[src/rtl/external_clk_if.sv]
// external_clk_if: phase clocks, oscillator handshake and core resets
// produced by the clock/reset sequencer.
//   master - driven by external_clk
//   slave  - consumed by the SM83 core
interface external_clk_if;
  logic ADR_CLK_P,  ADR_CLK_N;
  logic DATA_CLK_P, DATA_CLK_N;
  logic INC_CLK_P,  INC_CLK_N;
  logic MAIN_CLK_P, MAIN_CLK_N;
  logic LATCH_CLK;
  logic OSC_ENA, OSC_STABLE, CLK_ENA;
  logic ASYNC_RESET, SYNC_RESET;

  modport master (
    output ADR_CLK_P, ADR_CLK_N, DATA_CLK_P, DATA_CLK_N,
           INC_CLK_P, INC_CLK_N, MAIN_CLK_P, MAIN_CLK_N, LATCH_CLK,
           OSC_ENA, OSC_STABLE, CLK_ENA, ASYNC_RESET, SYNC_RESET
  );
  modport slave (
    input  ADR_CLK_P, ADR_CLK_N, DATA_CLK_P, DATA_CLK_N,
           INC_CLK_P, INC_CLK_N, MAIN_CLK_P, MAIN_CLK_N, LATCH_CLK,
           OSC_ENA, OSC_STABLE, CLK_ENA, ASYNC_RESET, SYNC_RESET
  );
endinterface

[src/rtl/external_clk.sv]
// external_clk: clock/reset sequencer for the SM83 core.
// Synchronizes RESET release, enables the oscillator, waits STABLE_CYCLES
// for it to settle, then runs an 8-phase M-cycle and holds SYNC_RESET for
// SYNC_RESET_MCYCLES complete M-cycles.
//   CLK   - free-running input clock (rising edge)
//   RESET - asynchronous active-high reset
//   bus   - phase clocks, oscillator handshake, core resets (master)
module external_clk #(
  parameter int STABLE_CYCLES      = 16,
  parameter int SYNC_RESET_MCYCLES = 1
) (
  input  logic           CLK,
  input  logic           RESET,
  external_clk_if.master bus
);
  localparam logic [7:0] STAB_MAX  = 8'(STABLE_CYCLES);
  localparam logic [7:0] STAB_LAST = 8'(STABLE_CYCLES - 1);
  localparam logic [3:0] MCYC_MAX  = 4'(SYNC_RESET_MCYCLES);
  localparam logic [3:0] MCYC_LAST = 4'(SYNC_RESET_MCYCLES - 1);

  logic       rst_sync_q,    rst_sync_d;
  logic       async_reset_q, async_reset_d;
  logic       osc_ena_q,     osc_ena_d;
  logic       osc_stable_q,  osc_stable_d;
  logic       clk_ena_q,     clk_ena_d;
  logic       sync_reset_q,  sync_reset_d;
  logic [7:0] stab_cnt_q,    stab_cnt_d;
  logic [2:0] phase_q,       phase_d;
  logic [3:0] mcyc_cnt_q,    mcyc_cnt_d;
  logic       adr_q,   adr_d;
  logic       data_q,  data_d;
  logic       inc_q,   inc_d;
  logic       main_q,  main_d;
  logic       latch_q, latch_d;
  logic       mcyc_wrap;

  always_comb begin
    // Two-flop release synchronizer: rst_sync_q then async_reset_q.
    rst_sync_d    = 1'b0;
    async_reset_d = rst_sync_q;
    // OSC_ENA rises on the same edge ASYNC_RESET falls.
    osc_ena_d     = osc_ena_q | ~rst_sync_q;

    stab_cnt_d = stab_cnt_q;
    if (osc_ena_q && stab_cnt_q != STAB_MAX)
      stab_cnt_d = stab_cnt_q + 8'd1;
    osc_stable_d = osc_stable_q | (osc_ena_q && stab_cnt_q == STAB_LAST);
    clk_ena_d    = clk_ena_q | osc_stable_q;

    phase_d   = clk_ena_q ? phase_q + 3'd1 : 3'd0;
    mcyc_wrap = clk_ena_q && (phase_q == 3'd7);

    mcyc_cnt_d = mcyc_cnt_q;
    if (mcyc_wrap && mcyc_cnt_q != MCYC_MAX)
      mcyc_cnt_d = mcyc_cnt_q + 4'd1;
    sync_reset_d = sync_reset_q & ~(mcyc_wrap && mcyc_cnt_q == MCYC_LAST);

    // Decode the phase being entered so the registered outputs are valid
    // from the edge that starts that phase.
    adr_d   = clk_ena_d && (phase_d <= 3'd3);
    data_d  = clk_ena_d && (phase_d >= 3'd2) && (phase_d <= 3'd5);
    inc_d   = clk_ena_d && (phase_d >= 3'd4);
    main_d  = clk_ena_d && (phase_d >= 3'd6);
    latch_d = clk_ena_d && (phase_d == 3'd3);
  end

  always_ff @(posedge CLK or posedge RESET) begin
    if (RESET) begin
      rst_sync_q    <= 1'b1;
      async_reset_q <= 1'b1;
      osc_ena_q     <= 1'b0;
      osc_stable_q  <= 1'b0;
      clk_ena_q     <= 1'b0;
      sync_reset_q  <= 1'b1;
      stab_cnt_q    <= 8'd0;
      phase_q       <= 3'd0;
      mcyc_cnt_q    <= 4'd0;
      adr_q         <= 1'b0;
      data_q        <= 1'b0;
      inc_q         <= 1'b0;
      main_q        <= 1'b0;
      latch_q       <= 1'b0;
    end else begin
      rst_sync_q    <= rst_sync_d;
      async_reset_q <= async_reset_d;
      osc_ena_q     <= osc_ena_d;
      osc_stable_q  <= osc_stable_d;
      clk_ena_q     <= clk_ena_d;
      sync_reset_q  <= sync_reset_d;
      stab_cnt_q    <= stab_cnt_d;
      phase_q       <= phase_d;
      mcyc_cnt_q    <= mcyc_cnt_d;
      adr_q         <= adr_d;
      data_q        <= data_d;
      inc_q         <= inc_d;
      main_q        <= main_d;
      latch_q       <= latch_d;
    end
  end

  // _N outputs are plain inversions of flops, so they stay glitch-free.
  assign bus.ADR_CLK_P   = adr_q;
  assign bus.ADR_CLK_N   = ~adr_q;
  assign bus.DATA_CLK_P  = data_q;
  assign bus.DATA_CLK_N  = ~data_q;
  assign bus.INC_CLK_P   = inc_q;
  assign bus.INC_CLK_N   = ~inc_q;
  assign bus.MAIN_CLK_P  = main_q;
  assign bus.MAIN_CLK_N  = ~main_q;
  assign bus.LATCH_CLK   = latch_q;
  assign bus.OSC_ENA     = osc_ena_q;
  assign bus.OSC_STABLE  = osc_stable_q;
  assign bus.CLK_ENA     = clk_ena_q;
  assign bus.ASYNC_RESET = async_reset_q;
  assign bus.SYNC_RESET  = sync_reset_q;
endmodule

[src/flat_wrapper.sv]
// flat-port wrapper written by rule: the top's interface ports become plain ports
module external_clk_flat 
#(
  parameter int STABLE_CYCLES      = 16,
  parameter int SYNC_RESET_MCYCLES = 1
)
  (CLK, RESET, bus_ADR_CLK_P, bus_ADR_CLK_N, bus_DATA_CLK_P, bus_DATA_CLK_N, bus_INC_CLK_P, bus_INC_CLK_N, bus_MAIN_CLK_P, bus_MAIN_CLK_N, bus_LATCH_CLK, bus_OSC_ENA, bus_OSC_STABLE, bus_CLK_ENA, bus_ASYNC_RESET, bus_SYNC_RESET);
  external_clk_if bus_i ();
  input  logic CLK;
  input  logic RESET;
  output wire logic [$bits(bus_i.ADR_CLK_P)-1:0] bus_ADR_CLK_P;
  output wire logic [$bits(bus_i.ADR_CLK_N)-1:0] bus_ADR_CLK_N;
  output wire logic [$bits(bus_i.DATA_CLK_P)-1:0] bus_DATA_CLK_P;
  output wire logic [$bits(bus_i.DATA_CLK_N)-1:0] bus_DATA_CLK_N;
  output wire logic [$bits(bus_i.INC_CLK_P)-1:0] bus_INC_CLK_P;
  output wire logic [$bits(bus_i.INC_CLK_N)-1:0] bus_INC_CLK_N;
  output wire logic [$bits(bus_i.MAIN_CLK_P)-1:0] bus_MAIN_CLK_P;
  output wire logic [$bits(bus_i.MAIN_CLK_N)-1:0] bus_MAIN_CLK_N;
  output wire logic [$bits(bus_i.LATCH_CLK)-1:0] bus_LATCH_CLK;
  output wire logic [$bits(bus_i.OSC_ENA)-1:0] bus_OSC_ENA;
  output wire logic [$bits(bus_i.OSC_STABLE)-1:0] bus_OSC_STABLE;
  output wire logic [$bits(bus_i.CLK_ENA)-1:0] bus_CLK_ENA;
  output wire logic [$bits(bus_i.ASYNC_RESET)-1:0] bus_ASYNC_RESET;
  output wire logic [$bits(bus_i.SYNC_RESET)-1:0] bus_SYNC_RESET;
  assign bus_ADR_CLK_P = bus_i.ADR_CLK_P;
  assign bus_ADR_CLK_N = bus_i.ADR_CLK_N;
  assign bus_DATA_CLK_P = bus_i.DATA_CLK_P;
  assign bus_DATA_CLK_N = bus_i.DATA_CLK_N;
  assign bus_INC_CLK_P = bus_i.INC_CLK_P;
  assign bus_INC_CLK_N = bus_i.INC_CLK_N;
  assign bus_MAIN_CLK_P = bus_i.MAIN_CLK_P;
  assign bus_MAIN_CLK_N = bus_i.MAIN_CLK_N;
  assign bus_LATCH_CLK = bus_i.LATCH_CLK;
  assign bus_OSC_ENA = bus_i.OSC_ENA;
  assign bus_OSC_STABLE = bus_i.OSC_STABLE;
  assign bus_CLK_ENA = bus_i.CLK_ENA;
  assign bus_ASYNC_RESET = bus_i.ASYNC_RESET;
  assign bus_SYNC_RESET = bus_i.SYNC_RESET;
  external_clk #(.STABLE_CYCLES(STABLE_CYCLES), .SYNC_RESET_MCYCLES(SYNC_RESET_MCYCLES)) u_core (.CLK(CLK), .RESET(RESET), .bus(bus_i));
endmodule
[config.mk]
export PLATFORM = sky130hd
export DESIGN_NAME = external_clk_flat
export DESIGN_NICKNAME = d
export VERILOG_FILES = /design/src/rtl/external_clk_if.sv /design/src/rtl/external_clk.sv /design/src/flat_wrapper.sv
export SDC_FILE = /design/constraint.sdc
export NUM_CORES = 1
export LEC_CHECK = 0
export BUFFER_PORTS_ARGS = -buffer_cell sky130_fd_sc_hd__clkbuf_2
export CAP_MARGIN = 20
export CORE_MARGIN = 4
export CORE_UTILIZATION = 58
export CTS_BUF_LIST = sky130_fd_sc_hd__clkbuf_4 sky130_fd_sc_hd__clkbuf_8
export CTS_CLUSTER_SIZE = 30
export DETAILED_ROUTE_END_ITERATION = 6
export GPL_ROUTABILITY_DRIVEN = 1
export GPL_TIMING_DRIVEN = 0
export PLACE_DENSITY = 0.81
export SYNTH_ARGS = -nofsm -noshare
export SYNTH_HDL_FRONTEND = slang
export SYNTH_SLANG_ARGS = --single-unit
[constraint.sdc]
create_clock -name CLK -period 2 [get_ports CLK]
set_clock_uncertainty 0.15 [all_clocks]
set_input_delay 0.4 -clock CLK [delete_from_list [all_inputs] [get_ports CLK]]
set_output_delay 0.4 -clock CLK [all_outputs]
set_load 0.005 [all_outputs]
==> impl_metrics.xml, run 1 <==
<?xml version="1.0" encoding="UTF-8"?>
<metrics>
  <group name="synthesis">
    <metric name="synth.top_cell.area_share" unit="%">50.9</metric>
    <metric name="synth_warnings" unit="">0</metric>
    <metric name="synth_common_cells" unit="">23 x dfrtp_1, 11 x inv_1, 7 x ha_1</metric>
    <metric name="synth_enable_flop_cells" unit="">0</metric>
    <metric name="async_flop_share" unit="%">100</metric>
    <metric name="synth_sequential_area_ratio" unit="%">57.9</metric>
    <metric name="average_footprint_of_a_synthesized_cell" unit="sq um">12.4</metric>
    <metric name="number_of_register_bits_inferred_by_synthesis" unit="">26</metric>
    <metric name="distinct_cell_type_count_of_the_synthesized_netlist" unit="">29</metric>
    <metric name="synth.net_count" unit="">100</metric>
    <metric name="synth_most_common_cell" unit="">dfrtp_1</metric>
    <metric name="synth_area_leaders" unit="">dfrtp_1 51%, ha_1 7.8%, dfstp_2 7.0%</metric>
    <metric name="postSynth.topFlopCell" unit="">dfrtp_1</metric>
    <metric name="synth.cell_area" unit="sq um">1130</metric>
    <metric name="synthCells" unit="">91</metric>
    <metric name="synthDominantAreaCellType" unit="">dfrtp_1</metric>
  </group>
  <group name="place">
    <metric name="routability_congestion" unit="">0.732</metric>
    <metric name="io_buffer_count" unit="">15</metric>
    <metric name="place_hpwl" unit="mm">1.14</metric>
    <metric name="dpl_worst_slack" unit="ps">378</metric>
  </group>
  <group name="pwr">
    <metric name="static_leakage" unit="nW">0.642</metric>
    <metric name="intPower" unit="mW">1.25</metric>
    <metric name="switching_power" unit="mW">0.661</metric>
    <metric name="pwr-share-comb" unit="%">39.1</metric>
    <metric name="worst_ir_drop_vdd" unit="mV">0.884</metric>
    <metric name="power_density" unit="nW/um^2">1460</metric>
    <metric name="clkPwrFrac" unit="%">13.3</metric>
    <metric name="power.switching_fraction" unit="%">34.6</metric>
    <metric name="power.sequential.fraction" unit="%">47.6</metric>
  </group>
  <group name="sta">
    <metric name="setup_total_negative_slack" unit="ps">0</metric>
    <metric name="finalMaxSlewViolations" unit="">0</metric>
    <metric name="rsz_0062_raised_after_global_routing" unit="">no</metric>
    <metric name="final.period_utilization" unit="%">82.0</metric>
    <metric name="setup_viol" unit="">0</metric>
    <metric name="fmax" unit="MHz">610</metric>
    <metric name="fin_ws" unit="ps">360</metric>
    <metric name="hold_viol_final" unit="">0</metric>
    <metric name="final_period_minus_worst_setup_slack" unit="ps">1640</metric>
  </group>
  <group name="cts">
    <metric name="resized_after_cts" unit="">0</metric>
    <metric name="cts.sinks" unit="">26</metric>
    <metric name="tritoncts_clock_tree" unit="">built</metric>
    <metric name="clock_path_buffers" unit="">2</metric>
    <metric name="cts_made_buffers" unit="">3</metric>
    <metric name="htree_levels" unit="">1</metric>
    <metric name="worst_setup_hold_path_clk_slew" unit="ps">130</metric>
    <metric name="clkLatencyLatePin" unit="ps">310</metric>
    <metric name="master_cell_of_the_clock_root_buffer" unit="">clkbuf_4</metric>
  </group>
  <group name="die">
    <metric name="dieHeight" unit="microns">52.1</metric>
    <metric name="coreArea" unit="sq um">1780</metric>
    <metric name="fp.dieW" unit="microns">52.1</metric>
    <metric name="die-area" unit="sq um">2720</metric>
    <metric name="initial_utilization" unit="%">63.4</metric>
    <metric name="number_of_placement_rows" unit="">15</metric>
    <metric name="pin_count" unit="">16</metric>
  </group>
  <group name="cells_and_area">
    <metric name="antenna_cells" unit="">0</metric>
    <metric name="areaGrowthSynthToFinish" unit="%">15.9</metric>
    <metric name="number_of_nets_at_the_end_of_the_flow" unit="">122</metric>
    <metric name="fraction_of_final_layout_cells_with_drive_strength_greater_than_1" unit="%">25.9</metric>
  </group>
  <group name="min_path">
    <metric name="path_type_of_the_worst_min_delay_path" unit="">flip-flop to flip-flop</metric>
  </group>
  <group name="global_routing">
    <metric name="groute.usage.overall" unit="%">14.1</metric>
    <metric name="total_global_routing_overflow" unit="">0</metric>
    <metric name="first_global_vias" unit="">687</metric>
    <metric name="global_route_wire_length_before_repair" unit="mm">2.84</metric>
    <metric name="antenna_found_initial" unit="">0</metric>
    <metric name="maximum_number_of_pins_on_one_net_before_global_route_repair" unit="">27</metric>
  </group>
  <group name="routing">
    <metric name="drtIter0Drc" unit="">3</metric>
    <metric name="route.detailed.wl_per_inst" unit="microns">11.4</metric>
    <metric name="totalWireLength" unit="mm">1.56</metric>
    <metric name="drt_pre_antenna_iters" unit="">3</metric>
    <metric name="postRouteAntennaNets" unit="">0</metric>
    <metric name="avgViaCountPerCell" unit="">4.86</metric>
    <metric name="dr_total_vias" unit="">666</metric>
    <metric name="drcViolationCount" unit="">0</metric>
  </group>
  <group name="status">
    <metric name="outcome" unit="">complete, no violations</metric>
  </group>
  <group name="critical_path">
    <metric name="path_class" unit="">flip-flop to flip-flop</metric>
    <metric name="timing.critical_path.from_type" unit="">flip-flop</metric>
    <metric name="end_kind" unit="">flip-flop</metric>
    <metric name="critPathRequiredTime" unit="ps">2050</metric>
    <metric name="crit_path_max_fanout" unit="">4</metric>
    <metric name="worst_ep_arrival_time" unit="ps">1690</metric>
  </group>
  <group name="job">
    <metric name="drv_cap" unit="">0</metric>
  </group>
</metrics>
cell families after synthesis:
| kind of cell | share of synthesized area (%) |
|---|---|
| other | 0.332 |
| AOI/OAI and AO/OA | 5.98 |
| buffers and inverters | 3.65 |
| and+or+nand+nor | 15.4 |
| xor gates and xnor gates | 6.98 |
| DFF | 57.9 |
| adders and majority gates | 7.75 |
| muxes | 1.99 |
worst max-delay path, stage by stage, from the launching register on:
cell and delay (ps):
dfrtp_1 450, or3_4 430, o21ai_4 180, mux2_1 330
routing by layer:
metal	vias up	track usage, %	wire [microns]
met5	-	0	0
met4	0	5.11	14
met3	2	2.58	79
met2	13	24.7	755
met1	315	17.2	712
li1	336	-	-
cell usage in the layout, fill, tap and decap left out, types with 2 or more instances in the layout:
master,synthesis,routed
dfstp_2,3,3
inv_1,11,11
clkbuf_4,0,3
xnor2_1,5,5
nand2_1,5,5
nor2b_1,2,2
and2_1,4,4
dfrtp_1,23,23
nor2_1,4,4
ha_1,7,7
clkbuf_2,0,15
xor2_1,4,4
nand4_1,4,4
and3_1,2,2
registers in the layout, summed over array words and instances, names as in the netlist:
register / cells
u_core.stab_cnt_q: 8
u_core.bus.CLK_ENA: 1
u_core.bus.SYNC_RESET: 1
u_core.bus.INC_CLK_P: 1
u_core.bus.MAIN_CLK_P: 1
u_core.async_reset_d: 1
u_core.bus.DATA_CLK_P: 1
u_core.bus.OSC_STABLE: 1
u_core.bus.LATCH_CLK: 1
u_core.phase_q: 3
u_core.mcyc_cnt_q: 4
u_core.bus.OSC_ENA: 1
u_core.bus.ADR_CLK_P: 1
u_core.bus.ASYNC_RESET: 1
power groups by stage:
| stage | clock network (mW) | registers, mW | logic (mW) |
|---|---|---|---|
| after CTS | 0.267 | 0.909 | 0.755 |
| after global routing | 0.294 | 0.935 | 0.861 |
| after detailed placement | 0 | 0.919 | 0.753 |
| after floorplan | 0 | 0.891 | 0.562 |
| final | 0.255 | 0.909 | 0.747 |
| after global placement | 0 | 0.908 | 0.719 |
stage by stage:
step	util, %	hold slack, ps	cell area (sq um)	power [mW]	cells
finish	73.5	225	1310	1.91	137
global route	73.5	237	1310	2.09	137
global placement	69.3	207	1240	1.63	131
CTS	71.4	142	1270	1.93	135
floorplan	-	204	1130	1.45	91
detailed placement	69.3	208	1240	1.67	131
final timing paths:
path	startpoint	endpoint	slack (ps)	depth (start not counted)
min in group asynchronous	RESET	u_core.stab_cnt_q[3]	460	3
setup / recovery	u_core.stab_cnt_q[5]	u_core.stab_cnt_q[1]	360	3
max in group asynchronous	RESET	u_core.bus.SYNC_RESET	720	4
hold reg to reg	u_core.async_reset_d	u_core.bus.ASYNC_RESET	230	0
setup reg to reg	u_core.stab_cnt_q[5]	u_core.stab_cnt_q[1]	360	3
hold / removal	u_core.async_reset_d	u_core.bus.ASYNC_RESET	230	0
area by class of cell:
cell class              instances  area [sq um]
inverters                      11          41.3
flip-flops and latches         26           654
well taps                      25          31.3
fillers                       126           473
multi-input cells              54           434
clock buffers                   4          36.3
repair buffers                 17           113
repair_timing:
action | in CTS | in global routing
hold buffers | 0 | 1
setup buffers | 0 | 0
endpoints found under the hold margin | 0 | 8
(Power assumes the default switching activity.)
==> inputs of run 2 (changes only) <==
clock period = 1.6 ns   (was 2 ns; I/O delays follow)
==> run 2 against run 1 <==
Against the previous run:
- die area unchanged
- first-iteration DRC count increased by 67%
- setup slack got worse by 330 ps
- combinational power increased by 70%
- sequential power increased by 23%
- hold slack improved by 0.77 ps
- count of clock-buffer cells in the layout unchanged
- cell area increased by 7.9%
- register-to-register slack got worse by 330 ps
- wire length increased by 18%
- sequential share of layout area decreased by 3.6 points
==> impl_metrics.xml, run 2 (synthesized netlist as in run 1, its figures left out) <==
<?xml version="1.0" encoding="UTF-8"?>
<metrics>
  <group name="cells_and_area">
    <metric name="largest_registers" unit="">u_core.stab_cnt_q x8, u_core.mcyc_cnt_q x4, u_core.phase_q x3</metric>
    <metric name="largest_register_ffs" unit="">8</metric>
    <metric name="most_frequent_standard_cell_in_the_layout_excluding_fill_and_tap_cells" unit="">dfrtp_1</metric>
    <metric name="finish.utilization" unit="%">79.3</metric>
    <metric name="number_of_nets_at_the_end_of_the_flow" unit="">131</metric>
    <metric name="final_cell_mix" unit="">22 x dfrtp_1, 15 x clkbuf_2, 10 x inv_1, 9 x buf_4</metric>
    <metric name="fraction_of_final_layout_cells_with_drive_strength_greater_than_1" unit="%">37.2</metric>
    <metric name="antenna_cells" unit="">0</metric>
    <metric name="largest_register" unit="">u_core.stab_cnt_q</metric>
    <metric name="areaGrowthSynthToFinish" unit="%">25.1</metric>
  </group>
  <group name="sta">
    <metric name="finalMaxSlewViolations" unit="">0</metric>
    <metric name="final.period_utilization" unit="%">98.0</metric>
    <metric name="rsz_0062_raised_after_global_routing" unit="">yes</metric>
    <metric name="final_period_minus_worst_setup_slack" unit="ps">1570</metric>
    <metric name="hold_viol_final" unit="">0</metric>
    <metric name="fmax" unit="MHz">638</metric>
    <metric name="setup_total_negative_slack" unit="ps">0</metric>
    <metric name="setup_viol" unit="">0</metric>
    <metric name="fin_ws" unit="ps">32.4</metric>
  </group>
  <group name="cts">
    <metric name="cts_made_buffers" unit="">3</metric>
    <metric name="cts.sinks" unit="">26</metric>
    <metric name="clock_path_buffers" unit="">2</metric>
    <metric name="master_cell_of_the_clock_root_buffer" unit="">clkbuf_4</metric>
    <metric name="clkLatencyLatePin" unit="ps">310</metric>
    <metric name="worst_setup_hold_path_clk_slew" unit="ps">130</metric>
    <metric name="htree_levels" unit="">1</metric>
    <metric name="tritoncts_clock_tree" unit="">built</metric>
  </group>
  <group name="routing">
    <metric name="avgViaCountPerCell" unit="">4.90</metric>
    <metric name="dr_total_vias" unit="">715</metric>
    <metric name="totalWireLength" unit="mm">1.84</metric>
    <metric name="drtIter0Drc" unit="">5</metric>
    <metric name="postRouteAntennaNets" unit="">0</metric>
    <metric name="drcViolationCount" unit="">0</metric>
    <metric name="drt_pre_antenna_iters" unit="">2</metric>
    <metric name="route.detailed.wl_per_inst" unit="microns">12.6</metric>
  </group>
  <group name="critical_path">
    <metric name="r2r_cells" unit="">5</metric>
    <metric name="path_class" unit="">flip-flop to flip-flop</metric>
    <metric name="worstPathCellList" unit="">inv_2, ha_4, nand4bb_4, o21ai_4, mux2_4</metric>
    <metric name="critPathRequiredTime" unit="ps">1660</metric>
    <metric name="cpPeakStageDelay" unit="ps">450</metric>
    <metric name="timing.critical_path.from_type" unit="">flip-flop</metric>
    <metric name="crit_path_max_fanout" unit="">4</metric>
    <metric name="r2r_setup_slack" unit="ps">30</metric>
    <metric name="crit-reg2reg-capture" unit="">u_core.stab_cnt_q[1]</metric>
    <metric name="worst_ep_arrival_time" unit="ps">1630</metric>
    <metric name="critical_path_depth" unit="">5</metric>
    <metric name="critPathTopFamily" unit="">flip-flops</metric>
    <metric name="end_kind" unit="">flip-flop</metric>
    <metric name="critPathBufInv" unit="">1</metric>
    <metric name="rr_startpoint" unit="">u_core.stab_cnt_q[1]</metric>
    <metric name="critPathSlowestCell" unit="">dfrtp_1</metric>
  </group>
  <group name="global_routing">
    <metric name="global_route_wire_length_before_repair" unit="mm">3.04</metric>
    <metric name="groute.usage.overall" unit="%">15.4</metric>
    <metric name="antenna_found_initial" unit="">0</metric>
    <metric name="maximum_number_of_pins_on_one_net_before_global_route_repair" unit="">27</metric>
    <metric name="total_global_routing_overflow" unit="">0</metric>
    <metric name="first_global_vias" unit="">695</metric>
  </group>
  <group name="die">
    <metric name="pin_count" unit="">16</metric>
    <metric name="number_of_placement_rows" unit="">15</metric>
    <metric name="dieHeight" unit="microns">52.1</metric>
    <metric name="initial_utilization" unit="%">63.4</metric>
    <metric name="coreArea" unit="sq um">1780</metric>
    <metric name="die-area" unit="sq um">2720</metric>
    <metric name="fp.dieW" unit="microns">52.1</metric>
  </group>
  <group name="min_path">
    <metric name="whs_endpoint" unit="">u_core.bus.ASYNC_RESET</metric>
    <metric name="path_type_of_the_worst_min_delay_path" unit="">flip-flop to flip-flop</metric>
    <metric name="hp-start" unit="">u_core.async_reset_d</metric>
    <metric name="holdPathStages" unit="">0</metric>
  </group>
  <group name="job">
    <metric name="drv_cap" unit="">0</metric>
  </group>
  <group name="status">
    <metric name="outcome" unit="">complete, no violations</metric>
  </group>
  <group name="pwr">
    <metric name="switching_power" unit="mW">0.939</metric>
    <metric name="power.sequential.fraction" unit="%">41.3</metric>
    <metric name="static_leakage" unit="nW">0.694</metric>
    <metric name="intPower" unit="mW">1.78</metric>
    <metric name="worst_ir_drop_vdd" unit="mV">1.36</metric>
    <metric name="power_density" unit="nW/um^2">1920</metric>
    <metric name="pwr-share-comb" unit="%">46.8</metric>
    <metric name="power.switching_fraction" unit="%">34.6</metric>
    <metric name="clkPwrFrac" unit="%">11.9</metric>
  </group>
  <group name="place">
    <metric name="io_buffer_count" unit="">15</metric>
    <metric name="dpl_worst_slack" unit="ps">-22.4</metric>
    <metric name="routability_congestion" unit="">0.732</metric>
    <metric name="place_hpwl" unit="mm">1.14</metric>
  </group>
</metrics>
-- run 2: changes by cell type in the layout (fill, tap and decap cells not counted), sizes merged --
cell  before  now
buf        1   10
-- run 2: layer usage --
metal	share of wire (%)	track usage (%)	up-vias
met5	0	0	-
met4	0.76	5.11	0
met3	4.3	2.58	2
met2	52	27.6	13
met1	43	18.6	344
li1	-	-	356
-- run 2: cell type report --
| type | count | area [sq um] |
|---|---|---|
| Fill cell | 106 | 369 |
| Tap cell | 25 | 31.3 |
| Timing Repair Buffer | 26 | 180 |
| Inverter | 11 | 41.3 |
| Sequential cell | 26 | 656 |
| Multi-Input combinational cell | 54 | 469 |
| Clock buffer | 4 | 36.3 |
-- run 2: worst max-delay path by stage --
stage,start,slack (ps),end
after floorplan,u_core.stab_cnt_q[5],40,u_core.stab_cnt_q[1]
after global placement,u_core.stab_cnt_q[5],-10,u_core.stab_cnt_q[1]
after detailed placement,u_core.phase_q[0],-20,u_core.mcyc_cnt_q[1]
after CTS,u_core.stab_cnt_q[0],-20,u_core.stab_cnt_q[1]
after global routing,u_core.stab_cnt_q[1],-10,u_core.stab_cnt_q[1]
final,u_core.stab_cnt_q[1],30,u_core.stab_cnt_q[1]
-- run 2: stage by stage --
stage               instance area [sq um]  hold WS [ps]  total power, mW  std cells
global route                         1410           238             2.95        146
finish                               1410           226             2.72        146
CTS                                  1290          62.3             2.45        137
floorplan                            1130           204             1.82         91
detailed placement                   1240           208             2.09        131
global placement                     1240           207             2.03        131
-- run 2: what timing repair did --
| item | in CTS | in global routing |
|---|---|---|
| endpoints found under the hold margin | 0 | 8 |
| buffers inserted | 2 | 7 |
| pin swaps | 0 | 2 |
| gates resized for setup | 1 | 9 |
| hold buffers | 0 | 1 |
| endpoints found under the setup margin | 2 | 4 |
-- run 2: power groups by stage --
stage,sequential (mW),combinational (mW),clock [mW]
5_1_grt,1.16,1.42,0.371
2_1_floorplan,1.11,0.702,0
4_1_cts,1.13,0.987,0.333
3_5_place_dp,1.15,0.941,0
6_report,1.12,1.27,0.323
3_3_place_gp,1.14,0.898,0
